==> src/rtl/lru8_victim_sel.sv <==
// True-LRU age tracker for 8-way sets, with a victim request/hold/ack handshake.
// Define LRU8_DOUBLE_HIT_EN to add a second hit port (hit2_en/hit2_set/hit2_way).
module lru8_victim_sel #(
  parameter  int SETS = 16,
  localparam int SETW = $clog2(SETS)
) (
  input  logic            clk,
  input  logic            rst,
  input  logic            hit_en,
  input  logic [SETW-1:0] hit_set,
  input  logic [2:0]      hit_way,
`ifdef LRU8_DOUBLE_HIT_EN
  input  logic            hit2_en,
  input  logic [SETW-1:0] hit2_set,
  input  logic [2:0]      hit2_way,
`endif
  input  logic            vic_req,
  input  logic [SETW-1:0] vic_set,
  output logic            vic_rdy,
  output logic            vic_vld,
  output logic [2:0]      vic_way,
  input  logic            vic_ack,
  output logic            vic_err,
  output logic            hit_drop
);

  typedef enum logic [1:0] {INIT, IDLE, LOOKUP, HOLD} state_t;

  localparam logic [SETW-1:0] LAST_SET = SETW'(SETS - 1);

  state_t          state_reg, state_next;
  logic [SETW-1:0] init_ptr_reg;
  logic [SETW-1:0] lat_set_reg;
  logic [23:0]     age_reg  [SETS];
  logic [23:0]     age_next [SETS];

  // Way k's age lives in bits [3k+2:3k].
  function automatic logic [23:0] promote(input logic [23:0] ages, input logic [2:0] w);
    logic [23:0] res;
    logic [2:0]  old_age;
    logic [2:0]  a;
    old_age = ages[3*w +: 3];
    res     = ages;
    for (int k = 0; k < 8; k++) begin
      a = ages[3*k +: 3];
      if (3'(k) == w)
        res[3*k +: 3] = 3'd0;
      else if (a < old_age)
        res[3*k +: 3] = a + 3'd1;
    end
    return res;
  endfunction

  function automatic logic [23:0] ident_ages();
    logic [23:0] res;
    for (int k = 0; k < 8; k++)
      res[3*k +: 3] = 3'(k);
    return res;
  endfunction

  logic active, ack_fire;
  logic hit1_col, hit1_ok;
  logic hit2_col, hit2_ok;
  logic [SETW-1:0] hit2_s;
  logic [2:0]      hit2_w;

  assign active   = !rst && (state_reg != INIT);
  assign ack_fire = !rst && (state_reg == HOLD) && vic_ack;
  assign hit1_col = hit_en && active && ack_fire && (hit_set == lat_set_reg);
  assign hit1_ok  = hit_en && active && !hit1_col;

`ifdef LRU8_DOUBLE_HIT_EN
  assign hit2_s   = hit2_set;
  assign hit2_w   = hit2_way;
  assign hit2_col = hit2_en && active && ack_fire && (hit2_set == lat_set_reg);
  assign hit2_ok  = hit2_en && active && !hit2_col;
`else
  assign hit2_s   = '0;
  assign hit2_w   = '0;
  assign hit2_col = 1'b0;
  assign hit2_ok  = 1'b0;
`endif

  // hit2 is applied first so that hit_way ends at age 0 and hit2_way at age 1.
  for (genvar gi = 0; gi < SETS; gi++) begin : g_set
    logic [23:0] upd;
    always_comb begin
      upd = age_reg[gi];
      if (hit2_ok && (hit2_s == SETW'(gi)))
        upd = promote(upd, hit2_w);
      if (hit1_ok && (hit_set == SETW'(gi)))
        upd = promote(upd, hit_way);
      if (ack_fire && (lat_set_reg == SETW'(gi)))
        upd = promote(upd, vic_way);
      if (!rst && (state_reg == INIT) && (init_ptr_reg == SETW'(gi)))
        upd = ident_ages();
    end
    assign age_next[gi] = upd;
  end

  always_ff @(posedge clk) begin
    for (int s = 0; s < SETS; s++)
      age_reg[s] <= age_next[s];
  end

  // Selection reads the post-hit ages so a same-cycle hit to the latched set is seen.
  logic [23:0] sel_ages;
  logic [2:0]  sel_way;
  logic        sel_found;

  always_comb begin
    sel_ages  = age_next[lat_set_reg];
    sel_way   = 3'd0;
    sel_found = 1'b0;
    for (int k = 7; k >= 0; k--) begin
      if (sel_ages[3*k +: 3] == 3'd7) begin
        sel_way   = 3'(k);
        sel_found = 1'b1;
      end
    end
  end

  always_ff @(posedge clk) begin
    if (rst)
      state_reg <= INIT;
    else
      state_reg <= state_next;
  end

  always_comb begin
    state_next = state_reg;
    case (state_reg)
      INIT:    if (init_ptr_reg == LAST_SET) state_next = IDLE;
      IDLE:    if (vic_req) state_next = LOOKUP;
      LOOKUP:  state_next = HOLD;
      HOLD:    if (vic_ack) state_next = IDLE;
      default: state_next = INIT;
    endcase
  end

  always_comb begin
    vic_rdy = 1'b0;
    if (state_reg == IDLE)
      vic_rdy = 1'b1;
  end

  always_ff @(posedge clk) begin
    if (rst) begin
      init_ptr_reg <= '0;
      lat_set_reg  <= '0;
      vic_vld      <= 1'b0;
      vic_way      <= 3'd0;
      vic_err      <= 1'b0;
      hit_drop     <= 1'b0;
    end else begin
      vic_err  <= 1'b0;
      hit_drop <= hit1_col || hit2_col;
      if (state_reg == INIT)
        init_ptr_reg <= init_ptr_reg + 1'b1;
      if ((state_reg == IDLE) && vic_req)
        lat_set_reg <= vic_set;
      if (state_reg == LOOKUP) begin
        vic_way <= sel_way;
        vic_vld <= 1'b1;
        vic_err <= !sel_found;
      end
      if (ack_fire)
        vic_vld <= 1'b0;
    end
  end

endmodule

==> config.mk <==
export PLATFORM = sky130hd
export DESIGN_NAME = lru8_victim_sel
export DESIGN_NICKNAME = d
export VERILOG_FILES = /design/src/rtl/lru8_victim_sel.sv
export SDC_FILE = /design/constraint.sdc
export NUM_CORES = 2
export LEC_CHECK = 0
export CORE_MARGIN = 2
export CORE_UTILIZATION = 35
export DETAILED_ROUTE_END_ITERATION = 8
export HOLD_SLACK_MARGIN = 0.05
export PLACE_DENSITY_LB_ADDON = 0.15
export SLEW_MARGIN = 10
export SYNTH_ARGS = -nofsm -noshare
export SYNTH_HDL_FRONTEND = slang
export SYNTH_SLANG_ARGS = --single-unit
==> constraint.sdc <==
create_clock -name clk -period 13.85 [get_ports clk]
set_clock_uncertainty 0.05 [all_clocks]
set_input_delay 2.77 -clock clk [delete_from_list [all_inputs] [get_ports clk]]
set_output_delay 2.77 -clock clk [all_outputs]
set_load 0.02 [all_outputs]
==> metrics.cfg <==
[floorplan]
start_util_pct=35.1
fp.dieArea_sq_um=177000
rows=153
die_w_microns=421
core_area_sq_um=173000
pin_count=23
fp.dieH_microns=421

[power_and_ir_drop]
power_mw=7.83
p_leak_nw=25.8
vdd_ir_drop_max_mv=0.0790
power.density_nw_per_um2=117

[logic_synthesis]
synth_edf_count=0
yosys_most_used_dff=dfxtp_1
ys_warn_count=0
yosysSeqAreaShare_pct=13.1
ys_ff_latch=400
async_flop_share_pct=0
synth_nets=8937
syn_area_sq_um=60900
yosysUniqueCellTypes=129
syn_avg_cell_area_sq_um=7.37
synth_cells=8273

[cts]
clock_sinks=400
cts_made_buffers=66
clk_latency_ns=0.73
cts_hold_buf=0
clockBufferDepth=3
clk_pin_slew_ns=0.05
post_cts_buffers=0
post_cts_resized=0
cts_tree=done
cts_max_level=3
cts-root-buf=clkbuf_16

[timing]
fin_tns_setup_ns=0
setup_viol=0
hold_viol=0
drv_slew=0
max_freq_mhz=86.9
fin_ws_ns=2.34
slew_headroom_pct=10.2
layout_min_cycle_time_ns=11.51
finalCritPeriodShare_pct=83.1
worst_pin_slew_ns=1.33
rsz0062_at_grt=false
hold_slack_ns=0.496

[critical_path]
cp_data_required_time_ns=14.41
path_buf_inv=3
crit_path_top_delay_cell=mux2i_1
reg2reg_to=vic_err
worstSetupPathType=in2reg
critPathMaxFanout=20
slowest_delay_ns=1.09
r2r-start=state_reg[0]
r2r_setup_slack_ns=5.14
cpMostUsedCell=o21ai_0
cp_top_family=compound AO/OA/AOI/OAI gates
endpoint=vic_way[1]
crit_start=hit_way[2]
crit_arrival_ns=12.07
end_kind=register
critical_path_cell_count=24
ff2ff_path_depth=24
cp_cell_sequence=buf_2 > buf_4 > clkinv_2 > mux2i_1 > ha_1 > a21oi_1 > nor2b_1 > a311oi_1 > a21oi_1 > o21ai_0 > o21ai_0 > mux4_2 > mux2i_1 > ha_1 > o21ai_0 > o211a_1 > o211ai_1 > a32oi_1 > o2111ai_1 > nand4_1 > nor4_1 > nand2b_1 > o211ai_1 > a22o_1
start_kind=primary input

[routing]
drtIter0Drc=10900
route.detailed.drc=0
firstDrtPassIters=8
wl_per_cell_microns=34.6
viasPerCell=7.18
routed_wl_mm=364
ant_nets=0
vias=75400

[global_routing]
grt-ovfl-total=0
grt_antenna_before_repair=34
grt_usage_pct=38.9
grt_pass1_wl_mm=508
grt_pass1_vias=67900
grt_max_degree=66

[layout]
fin_nets=8788
layout_common_cells=nand2_1, ha_1, o21ai_0
final_common_cell=nand2_1
layout-drive-gt1-share_pct=10.4
syn_to_final_growth_pct=9.65
largest_register_ffs=384

[placed_design]
place_ws_ns=2.05
portBuffers=22
globalplace.congestion=1.05
dp_hpwl_mm=265

[run_status]
status=finished, final reports clean

[worst_hold_path]
hold_path.class=reg2reg

[flow_run]
maxCapViolations=0

Yosys cell counts (73+ instances only):
master	instances	area (sq um)
nor4_1	89	557
nand2b_1	93	582
nor3_1	191	956
a211oi_1	166	1250
mux4_2	93	2090
inv_1	306	1150
o21ai_0	648	3240
a21o_1	149	1120
a21oi_1	612	3060
and3_1	89	557
and2_1	103	644
nor2_1	570	2140
clkbuf_1	420	1580
ha_1	648	8110
o211ai_1	171	1280
a31oi_1	152	951
nand4_1	176	1100
o21a_1	98	736
nand2_1	766	2880
o31ai_1	98	736
mux2i_1	170	1700
or3_1	73	457
nand3_1	297	1490
dfxtp_1	400	8010
kinds of logic after synthesis:
| group | Yosys count | share of synthesized area [%] |
|---|---|---|
| and+or+nand+nor | 2737 | 22.4 |
| DFF | 400 | 13.1 |
| AOI/OAI and AO/OA | 3251 | 37.3 |
| xor gates and xnor gates | 45 | 0.647 |
| muxes | 298 | 6.88 |
| adders and majority gates | 686 | 13.9 |
| buffers and inverters | 856 | 5.63 |
worst min path at each step:
stage	start	endpoint	slack, ns	cells after the start
floorplan	state_reg[0]	state_reg[0]	0.48	2
finish	vic_vld	vic_vld	0.50	2
global route	vic_vld	vic_vld	0.52	2
CTS	vic_vld	vic_vld	0.48	2
global placement	vic_vld	vic_vld	0.47	2
detailed placement	vic_vld	vic_vld	0.47	2
per-stage QoR:
| stage | area [sq um] | utilization [%] | instances |
|---|---|---|---|
| detailed placement | 64500 | 37.2 | 10400 |
| global route | 66800 | 38.5 | 10500 |
| floorplan | 60900 | - | 8273 |
| global placement | 64500 | 37.2 | 10400 |
| CTS | 66800 | 38.5 | 10500 |
| finish | 66800 | 38.5 | 10500 |
worst register-to-register path, cell delays in order (launching register included):
cell and delay, ns:
dfxtp_1 0.41, inv_1 0.09, ha_1 0.20, buf_4 0.20, or3b_1 0.78, buf_4 0.38
nor3_1 0.79, a21boi_2 1.02, buf_4 0.34, nand4_1 0.10, o21ai_0 0.59, mux4_2 0.40
mux2i_1 0.09, ha_1 0.35, nand3_1 0.09, a211oi_1 0.07, a311oi_2 0.45, a21oi_1 0.13
a31o_1 0.20, a211oi_1 0.26, a31oi_1 0.32, or4b_1 0.76, or2_1 0.30, nand4b_1 0.16
nor4_1 0.07
area by class of cell:
cell class,instances,area [sq um]
multi-input cells,7017,49900
diodes,16,40.0
inverters,312,1170
well taps,2325,2910
flip-flops and latches,400,8030
clock buffers,96,1980
fillers,18200,107000
repair buffers,327,2560
clock inverters,22,278
report_power, final:
| group | switching, mW | total (mW) | internal (mW) | leakage, nW |
|---|---|---|---|---|
| combinational | 2.95 | 4.42 | 1.47 | 21.4 |
| sequential | 0.255 | 1.54 | 1.28 | 3.25 |
| clock | 0.766 | 1.87 | 1.10 | 1.12 |
| total | 3.97 | 7.83 | 3.86 | 25.8 |
layer usage:
| layer | share of wire (%) | vias to the layer above | wire [microns] | global-route usage [%] |
|---|---|---|---|---|
| met2 | 40 | 5282 | 147000 | 55.9 |
| met5 | 0.060 | - | 218 | 0 |
| met1 | 39 | 36500 | 141000 | 49.7 |
| met3 | 12 | 1285 | 45400 | 11.2 |
| met4 | 8.3 | 28 | 30000 | 27.3 |
| li1 | - | 32300 | - | - |
Note: power is estimated with default switching activity, not from simulation.
